`src/rtl/rv_wb_pkg.sv`:
```
// Shared types and constants for the register-file writeback path:
// load funct3 encodings, the load-return queue entry and default sizes.
package rv_wb_pkg;

   localparam int WB_XLEN      = 32;
   localparam int LQ_DEPTH_DEF = 4;

   localparam logic [2:0] F3_LB  = 3'd0;
   localparam logic [2:0] F3_LH  = 3'd1;
   localparam logic [2:0] F3_LW  = 3'd2;
   localparam logic [2:0] F3_LBU = 3'd4;
   localparam logic [2:0] F3_LHU = 3'd5;

   typedef struct packed {
      logic [4:0]         rd;
      logic [2:0]         funct3;
      logic [1:0]         addr_lo;
      logic [WB_XLEN-1:0] rdata;
   } lq_entry_t;

endpackage

```
`src/rtl/rv_load_extend.sv`:
```
// Combinational load data alignment and sign/zero extension.
// Picks the byte/half addressed by addr_lo out of an aligned word and
// extends it according to funct3; unknown funct3 codes pass the word through.
module rv_load_extend
   import rv_wb_pkg::*;
#(
   parameter int XLEN = WB_XLEN
) (
   input  logic [2:0]      funct3,
   input  logic [1:0]      addr_lo,
   input  logic [XLEN-1:0] rdata,
   output logic [XLEN-1:0] ext_data
);

   logic [7:0]  byte_s;
   logic [15:0] half_s;

   // Select the addressed byte/half, then extend it per load type.
   always_comb begin
      byte_s   = 8'h00;
      half_s   = 16'h0000;
      ext_data = rdata;
      case (addr_lo)
         2'd0:    byte_s = rdata[7:0];
         2'd1:    byte_s = rdata[15:8];
         2'd2:    byte_s = rdata[23:16];
         2'd3:    byte_s = rdata[31:24];
         default: byte_s = 8'h00;
      endcase
      if (addr_lo[1]) begin
         half_s = rdata[31:16];
      end else begin
         half_s = rdata[15:0];
      end
      case (funct3)
         F3_LB:   ext_data = {{(XLEN-8){byte_s[7]}}, byte_s};
         F3_LBU:  ext_data = {{(XLEN-8){1'b0}}, byte_s};
         F3_LH:   ext_data = {{(XLEN-16){half_s[15]}}, half_s};
         F3_LHU:  ext_data = {{(XLEN-16){1'b0}}, half_s};
         F3_LW:   ext_data = rdata;
         default: ext_data = rdata;
      endcase
   end

endmodule

```
`src/rtl/rf_writeback_unit.sv`:
```
// Register-file write master: merges single-cycle ALU results with queued
// LSU load returns into one registered write port, ALU first. Also tracks a
// busy scoreboard of registers with loads outstanding.
// Optional build macro RF_WB_TRACE_EN adds a simulation-only write trace.
module rf_writeback_unit
   import rv_wb_pkg::*;
#(
   parameter int XLEN     = WB_XLEN,
   parameter int LQ_DEPTH = LQ_DEPTH_DEF
) (
   input  logic                      clk,
   input  logic                      rst_n,
   input  logic                      alu_valid,
   input  logic [4:0]                alu_rd,
   input  logic [XLEN-1:0]           alu_result,
   input  logic                      ld_issue,
   input  logic [4:0]                ld_issue_rd,
   input  logic                      lsu_valid,
   output logic                      lsu_ready,
   input  logic [4:0]                lsu_rd,
   input  logic [2:0]                lsu_funct3,
   input  logic [1:0]                lsu_addr_lo,
   input  logic [XLEN-1:0]           lsu_rdata,
   output logic                      rf_we,
   output logic [4:0]                rf_rd,
   output logic [XLEN-1:0]           rf_wdata,
   output logic [31:0]               busy_mask,
   output logic [$clog2(LQ_DEPTH):0] lq_count
);

   localparam int PW = $clog2(LQ_DEPTH);
   localparam int CW = PW + 1;
   localparam logic [CW-1:0] LQ_FULL = CW'(LQ_DEPTH);

   lq_entry_t         lq_mem_q [LQ_DEPTH];
   logic [PW-1:0]     wr_ptr_q, wr_ptr_d;
   logic [PW-1:0]     rd_ptr_q, rd_ptr_d;
   logic [CW-1:0]     lq_count_q, lq_count_d;
   logic              rf_we_q, rf_we_d;
   logic [4:0]        rf_rd_q, rf_rd_d;
   logic [XLEN-1:0]   rf_wdata_q, rf_wdata_d;
   logic [31:0]       busy_q, busy_d;

   logic              push_s;
   logic              pop_s;
   lq_entry_t         head_s;
   lq_entry_t         push_entry_s;
   logic [XLEN-1:0]   head_ext_s;

   assign lsu_ready    = (lq_count_q != LQ_FULL);
   assign push_s       = lsu_valid && lsu_ready;
   // ALU has absolute priority; the queue drains only on ALU-idle cycles.
   assign pop_s        = !alu_valid && (lq_count_q != CW'(0));
   assign head_s       = lq_mem_q[rd_ptr_q];
   assign push_entry_s = '{rd: lsu_rd, funct3: lsu_funct3, addr_lo: lsu_addr_lo,
                           rdata: WB_XLEN'(lsu_rdata)};

   rv_load_extend #(.XLEN(XLEN)) u_load_extend (
      .funct3   (head_s.funct3),
      .addr_lo  (head_s.addr_lo),
      .rdata    (XLEN'(head_s.rdata)),
      .ext_data (head_ext_s)
   );

   // Next-state for queue pointers/count, write port and busy scoreboard.
   always_comb begin
      wr_ptr_d   = wr_ptr_q;
      rd_ptr_d   = rd_ptr_q;
      lq_count_d = lq_count_q;
      rf_we_d    = 1'b0;
      rf_rd_d    = rf_rd_q;
      rf_wdata_d = rf_wdata_q;
      busy_d     = busy_q;

      if (push_s) begin
         wr_ptr_d = wr_ptr_q + PW'(1);
      end else begin
         wr_ptr_d = wr_ptr_q;
      end
      if (pop_s) begin
         rd_ptr_d = rd_ptr_q + PW'(1);
      end else begin
         rd_ptr_d = rd_ptr_q;
      end
      case ({push_s, pop_s})
         2'b10:   lq_count_d = lq_count_q + CW'(1);
         2'b01:   lq_count_d = lq_count_q - CW'(1);
         default: lq_count_d = lq_count_q;
      endcase

      // rd/wdata only move on a real write so they hold while rf_we is low;
      // an x0 destination still consumes its slot but never writes.
      if (alu_valid) begin
         if (alu_rd != 5'd0) begin
            rf_we_d    = 1'b1;
            rf_rd_d    = alu_rd;
            rf_wdata_d = alu_result;
         end else begin
            rf_we_d    = 1'b0;
         end
      end else if (pop_s) begin
         if (head_s.rd != 5'd0) begin
            rf_we_d    = 1'b1;
            rf_rd_d    = head_s.rd;
            rf_wdata_d = head_ext_s;
         end else begin
            rf_we_d    = 1'b0;
         end
      end else begin
         rf_we_d = 1'b0;
      end

      // Clear first so a same-cycle issue to the same register wins.
      if (pop_s) begin
         busy_d[head_s.rd] = 1'b0;
      end else begin
         busy_d = busy_d;
      end
      if (ld_issue && (ld_issue_rd != 5'd0)) begin
         busy_d[ld_issue_rd] = 1'b1;
      end else begin
         busy_d = busy_d;
      end
      busy_d[0] = 1'b0;
   end

   // State and output registers; reset drops any queued returns.
   always_ff @(posedge clk or negedge rst_n) begin
      if (!rst_n) begin
         wr_ptr_q   <= '0;
         rd_ptr_q   <= '0;
         lq_count_q <= '0;
         rf_we_q    <= 1'b0;
         rf_rd_q    <= 5'd0;
         rf_wdata_q <= '0;
         busy_q     <= 32'h0000_0000;
      end else begin
         wr_ptr_q   <= wr_ptr_d;
         rd_ptr_q   <= rd_ptr_d;
         lq_count_q <= lq_count_d;
         rf_we_q    <= rf_we_d;
         rf_rd_q    <= rf_rd_d;
         rf_wdata_q <= rf_wdata_d;
         busy_q     <= busy_d;
      end
   end

   // Queue storage; contents are don't-care until written, so no reset.
   always_ff @(posedge clk) begin
      if (push_s) begin
         lq_mem_q[wr_ptr_q] <= push_entry_s;
      end
   end

   assign rf_we     = rf_we_q;
   assign rf_rd     = rf_rd_q;
   assign rf_wdata  = rf_wdata_q;
   assign busy_mask = busy_q;
   assign lq_count  = lq_count_q;

`ifdef RF_WB_TRACE_EN
   // Simulation trace of every committed register write.
   always_ff @(posedge clk) begin
      if (rst_n && rf_we_d) begin
         $display("%0t rf_wb: x%0d <= 0x%h (%s)", $time, rf_rd_d, rf_wdata_d,
                  alu_valid ? "ALU" : "LOAD");
      end
   end
`endif

endmodule

```
`config.mk`:
```
export PLATFORM = sky130hd
export DESIGN_NAME = rf_writeback_unit
export DESIGN_NICKNAME = d
export VERILOG_FILES = /design/src/rtl/rv_wb_pkg.sv /design/src/rtl/rv_load_extend.sv /design/src/rtl/rf_writeback_unit.sv
export SDC_FILE = /design/constraint.sdc
export NUM_CORES = 1
export LEC_CHECK = 0
export CORE_ASPECT_RATIO = 0.8
export CORE_MARGIN = 3
export CORE_UTILIZATION = 54
export CTS_CLUSTER_SIZE = 24
export DETAILED_ROUTE_END_ITERATION = 16
export PLACE_DENSITY = 0.87
export SYNTH_ARGS = -nofsm -noshare
export SYNTH_HDL_FRONTEND = slang
export SYNTH_SLANG_ARGS = --single-unit
```
`constraint.sdc`:
```
create_clock -name clk -period 3.2 [get_ports clk]
set_clock_uncertainty 0.2 [all_clocks]
set_input_delay 0.64 -clock clk [delete_from_list [all_inputs] [get_ports clk]]
set_output_delay 0.64 -clock clk [all_outputs]
set_load 0.01 [all_outputs]
```
==> flow_summary.ini, run 1 <==
[timing]
setup_viol = 0
slew_headroom = 0.454
hold_slack_ps = 312
worst_pin_slew_ps = 803
rsz0062_at_grt = false
fin_crit_ps = 3080
max_freq_ghz = 0.324
finalHoldViolCount = 0
period_share = 0.963
slew_viol_final = 0

[power_and_ir_drop]
p_int_uw = 8310
switching_share = 0.347
finalPower_uw = 12700
clockPowerShare = 0.210
power.share.combinational = 0.410
p_leak_uw = 0.00456
power.density_nw_per_um2 = 979
peakVddDrop_uv = 575
p_seq_frac = 0.380
p_switching_uw = 4410

[final_layout]
antennaDiodeCount = 0
final_core_util = 0.707
layout-drive-gt1-share = 0.152
final_area_um2 = 13000
instances_no_fill = 1107
area_growth_pct = 27.0
num-fill-cells = 1165
final_nets = 932

[floorplanning]
core_area_um2 = 18400
die_area_um2 = 20700
rows = 44
fp.dieW_um = 160
start_util = 0.557
ios = 163
dieHeight_um = 129

[clock_network]
postCtsSetupRepairBufs = 0
clockBufferDepth = 3
cts_tree = yes
cts_root_buffer = clkbuf_16
cts_sinks = 244
clk_pin_slew_ps = 60
insertion_delay_ps = 510
cts_buffers = 23
htree_num_levels = 1

[yosys]
yosys.area_share.xor_xnor = 0.00513
yosysSeqAreaShare = 0.678
yosysUniqueCellTypes = 44
ys_async_sr_fraction = 0.311
synthSimpleGateAreaFrac = 0.0763
ys_warn_count = 0
synth_top_family_by_area = multiplexers
synth_edf_count = 168
synth_ff_type = edfxtp_1
syn_area_um2 = 10200
synth_adder_area_share = 0.00806
ys_ff_latch = 244
synth_top_area_frac = 0.493
syn_area_per_cell_um2 = 15.6
synth_nets = 752
ys_top_cells_by_count = edfxtp_1 (168), dfrtp_1 (76), o21ai_0 (65)
synthTopCellsByArea = edfxtp_1 (49%), dfrtp_1 (19%), mux4_2 (9.2%)
synth_mux_area_frac = 0.106
yosys.area.top_type = edfxtp_1
synth_compound_area_frac = 0.101
postSynthCellCount = 657
yosysMostFrequentCell = edfxtp_1

[job]
max_cap_violations = 0

[global_route]
overflow = 0
grt_pass1_vias = 6885
grt_pass1_wl_um = 41000
antenna_found_initial = 0
grt_max_degree = 52
track_usage = 0.256

[critical_path]
endpoint_kind = flip-flop
crit_start = rd_ptr_q[0]
max_stage_delay_ps = 580
r2r-start = rd_ptr_q[0]
crit_required_ps = 3410
critPathKind = flip-flop to flip-flop
arrival_ps = 3290
cp-start-kind = flip-flop
path_max_fanout = 20
path_cells = mux4_2 > or3_4 > o31a_4 > nor2_8 > inv_2 > a31oi_1
critPathSlowestCell = dfrtp_4
worst-r2r-cell-count = 6

[place]
gp_congestion = 0.879
hpwl_um = 18100
port_buffers = 161
dp_cells = 1064
placed_cell_area_um2 = 12300

[hold_path]
hold_path_class = flip-flop to flip-flop
hold_start = rf_wdata[19]
hold_depth = 2

[route]
wl_per_cell_um = 24.1
drcViolationCount = 0
drtAntennaViolNets = 0
first_pass_iters = 5
vias_per_cell = 6.34
drt_iter0_drc = 880
num_vias = 7014
routed_wl_um = 26700

[run_status]
status = finished clean
[power groups by stage]
stage	Clock [µW]	Combinational, µW	Sequential, µW
6_report	2670	5220	4830
5_1_grt	2810	5550	4900
4_1_cts	2700	5180	4820
2_1_floorplan	0	2820	4900
3_5_place_dp	0	5100	4860
3_3_place_gp	0	4980	4830
[sequential cells by signal, summed over array words and instances, names as in the netlist]
register	count
wr_ptr_q	2
lq_count	3
lq_mem_q	168
busy_mask	31
rf_we	1
rd_ptr_q	2
rf_wdata	32
rf_rd	5
[worst paths after layout]
kind                                      end  slack (ps)
worst max-delay path             rf_wdata[15]         120
worst min register to register   rf_wdata[19]         310
min in group asynchronous       busy_mask[11]         520
max in group asynchronous        busy_mask[2]        1600
worst max register to register   rf_wdata[15]         120
worst min-delay path             rf_wdata[19]         310
[final cells by class]
class,instances,area [µm²],area share
clock buffer,37,658,0.0506
clock inverter,5,77.6,0.00597
inverter,8,30.0,0.00231
multi-input combinational,367,3060,0.235
sequential,244,6950,0.534
tap,253,317,0.0243
timing repair buffer,193,1910,0.147
[cells in the final DEF, fill, tap and decap left out, types with 3 or more instances in the layout]
cell,count
nor3_1,8
clkdlybuf4s50_1,160
o21a_1,9
dfrtp_1,75
clkbuf_8,3
xor2_1,3
or3_1,11
nand3b_1,9
mux4_2,42
o31ai_1,26
and3_2,4
nand2_1,30
nor2_1,25
o32ai_1,3
clkbuf_16,23
inv_1,7
nand3_1,22
buf_12,5
clkbuf_1,11
mux2i_1,11
nor3_2,10
a31oi_1,28
edfxtp_1,168
a221oi_1,16
nand2b_1,7
o21ai_0,64
nor2b_1,5
buf_4,27
xnor2_1,3
a221o_1,3
o22ai_1,3
ha_1,5
[routing by layer]
metal / up-vias / GRT usage / part of all wire
li1: 2976 / - / -
met1: 3522 / 0.370 / 0.41
met2: 471 / 0.413 / 0.47
met3: 45 / 0.0502 / 0.096
met4: 0 / 0.0551 / 0.019
met5: - / 0 / 0
[worst max-delay path, delay by kind of cell, from the launching register on]
kind            cells  cell delay (ps)
mux                 1              560
simple gates        2              720
buf+inv             1              230
flops               1              580
compound gates      2              680
[through the flow]
| step | TNS, ps | setup slack, ps |
|---|---|---|
| CTS | 0 | 44.4 |
| finish | 0 | 117 |
| global placement | -69.5 | -19.2 |
| global route | 0 | 4.87 |
| floorplan | 0 | 602 |
| detailed placement | -141 | -36.7 |
[cells by family (layout without fill, tap and decap cells)]
group,Yosys count,count (layout)
buf+inv,46,243
other cells,1,1
flops,244,244
compound gates,158,158
xor+xnor,6,6
fa+ha+maj,6,6
mux,56,56
simple gates,140,140
[timing repair]
| action | in CTS | in global routing |
|---|---|---|
| endpoints found under the hold margin | 49 | 0 |
| gates resized for setup | 1 | 1 |
| hold buffers | 1 | 0 |
| endpoints found under the setup margin | 16 | 10 |
| cloned | 0 | 0 |
Power figures use the tool's default switching activity.
==> run 2: changes to the inputs <==
--- a/config.mk
+++ b/config.mk
@@ -5,9 +5,12 @@
 export SDC_FILE = /design/constraint.sdc
 export NUM_CORES = 1
 export LEC_CHECK = 0
+export CAP_MARGIN = 40
+export CELL_PAD_IN_SITES_DETAIL_PLACEMENT = 0
+export CELL_PAD_IN_SITES_GLOBAL_PLACEMENT = 1
 export CORE_ASPECT_RATIO = 0.8
 export CORE_MARGIN = 3
-export CORE_UTILIZATION = 54
+export CORE_UTILIZATION = 45
 export CTS_CLUSTER_SIZE = 24
 export DETAILED_ROUTE_END_ITERATION = 16
 export PLACE_DENSITY = 0.87
==> flow_summary.ini, run 2 (synthesis results as in run 1) <==
[run_status]
status = finished clean

[global_route]
grt_pass1_wl_um = 39800
track_usage = 0.207
grt_max_degree = 51
grt_pass1_vias = 6716
overflow = 0
antenna_found_initial = 0

[route]
num_vias = 6651
drcViolationCount = 0
first_pass_iters = 6
drtAntennaViolNets = 0
vias_per_cell = 5.78
drt_iter0_drc = 725
wl_per_cell_um = 22.2
routed_wl_um = 25500

[critical_path]
crit_required_ps = 3390
endpoint_kind = flip-flop
path_max_fanout = 24
critPathKind = flip-flop to flip-flop
cp-start-kind = flip-flop
arrival_ps = 3140

[timing]
finalHoldViolCount = 0
hold_slack_ps = 309
fin_crit_ps = 2950
worst_pin_slew_ps = 560
finalSetupTns_ps = 0
slew_viol_final = 0
rsz0062_at_grt = false
slew_headroom = 0.627
setup_viol = 0
max_freq_ghz = 0.339
period_share = 0.922

[clock_network]
cts_sinks = 244
clk_pin_slew_ps = 60
cts_buffers = 23
htree_num_levels = 1
clockBufferDepth = 3
postCtsSetupRepairBufs = 0
cts_root_buffer = clkbuf_16
cts_tree = yes
insertion_delay_ps = 520

[floorplanning]
rows = 48
ios = 163
dieHeight_um = 141
die_area_um2 = 24600
start_util = 0.466
fp.dieW_um = 175
core_area_um2 = 22000

[final_layout]
top_register = lq_mem_q
most-common-layout-cells = edfxtp_1 (168), clkdlybuf4s50_1 (160), dfrtp_1 (75)
antennaDiodeCount = 0
final_nets = 930
largest_register_ffs = 168
layout-drive-gt1-share = 0.151
area_growth_pct = 27.2
final_common_cell = edfxtp_1
num-fill-cells = 1715
final_area_um2 = 13000

[hold_path]
hold_path_class = flip-flop to flip-flop

[power_and_ir_drop]
peakVddDrop_uv = 454
power.density_nw_per_um2 = 964
p_leak_uw = 0.00455
finalPower_uw = 12600

[place]
placed_cell_area_um2 = 12300
gp_congestion = 0.863
port_buffers = 161
hpwl_um = 17400

[job]
max_cap_violations = 0
==> run 2: cell count changes in the layout (fill, tap and decap cells not counted), moves of 2 or more <==
| cell | change |
|---|---|
| clkbuf_1 | -8 |
| clkbuf_8 | -2 |
| buf_12 | +2 |
| buf_4 | -4 |
| clkinv_1 | +5 |
| clkinv_2 | +4 |
==> run 2: per-stage QoR <==
step / cells / setup WS [ps] / utilization
2_1_floorplan: 657 / 602 / -
3_3_place_gp: 1109 / 312 / 0.561
3_5_place_dp: 1109 / 256 / 0.561
4_1_cts: 1150 / 240 / 0.593
5_1_grt: 1150 / 105 / 0.593
6_report: 1150 / 248 / 0.593
==> run 2: report_power, final <==
part | switching [µW] | internal [µW]
clock | 1140 | 1430
combinational | 2830 | 2430
sequential | 412 | 4330
total | 4370 | 8180
==> run 2: what timing repair did <==
item,4_1_cts,5_1_grt
endpoints found under the hold margin,26,0
hold buffers,1,0
resized for setup,0,0
==> run 2: critical path, stage by stage (launching register included) <==
cell	delay, ps
dfrtp_2	420
buf_12	230
mux4_2	640
or3_4	410
o31a_4	420
nor2_8	130
buf_4	240
o31ai_1	120
==> run 2: path summary, 6_finish.rpt <==
kind                                   start            end  slack (ps)  cells after the start
worst max-delay path             rd_ptr_q[0]   rf_wdata[30]         250                      7
worst min register to register  rf_wdata[29]   rf_wdata[29]         310                      2
worst min-delay path            rf_wdata[29]   rf_wdata[29]         310                      2
min in group asynchronous              rst_n  busy_mask[26]         370                      2
worst max register to register   rd_ptr_q[0]   rf_wdata[30]         250                      7
max in group asynchronous              rst_n   rf_wdata[27]        1830                      3
==> run 2: layer usage <==
| metal | routed length (µm) | track usage | vias up |
|---|---|---|---|
| met5 | 0 | 0 | - |
| met4 | 432 | 0.0424 | 0 |
| met3 | 2450 | 0.0477 | 39 |
| met2 | 11300 | 0.306 | 315 |
| met1 | 11300 | 0.318 | 3326 |
| li1 | - | - | 2971 |
==> run 2: layout make-up <==
| cell class | count | area (µm²) | area share |
|---|---|---|---|
| clock inverters | 13 | 97.6 | 0.00749 |
| repair buffers | 191 | 1920 | 0.148 |
| multi-input cells | 367 | 3050 | 0.234 |
| clock buffers | 27 | 601 | 0.0461 |
| flip-flops and latches | 244 | 6950 | 0.533 |
| well taps | 300 | 375 | 0.0288 |
| inverters | 8 | 30.0 | 0.00230 |
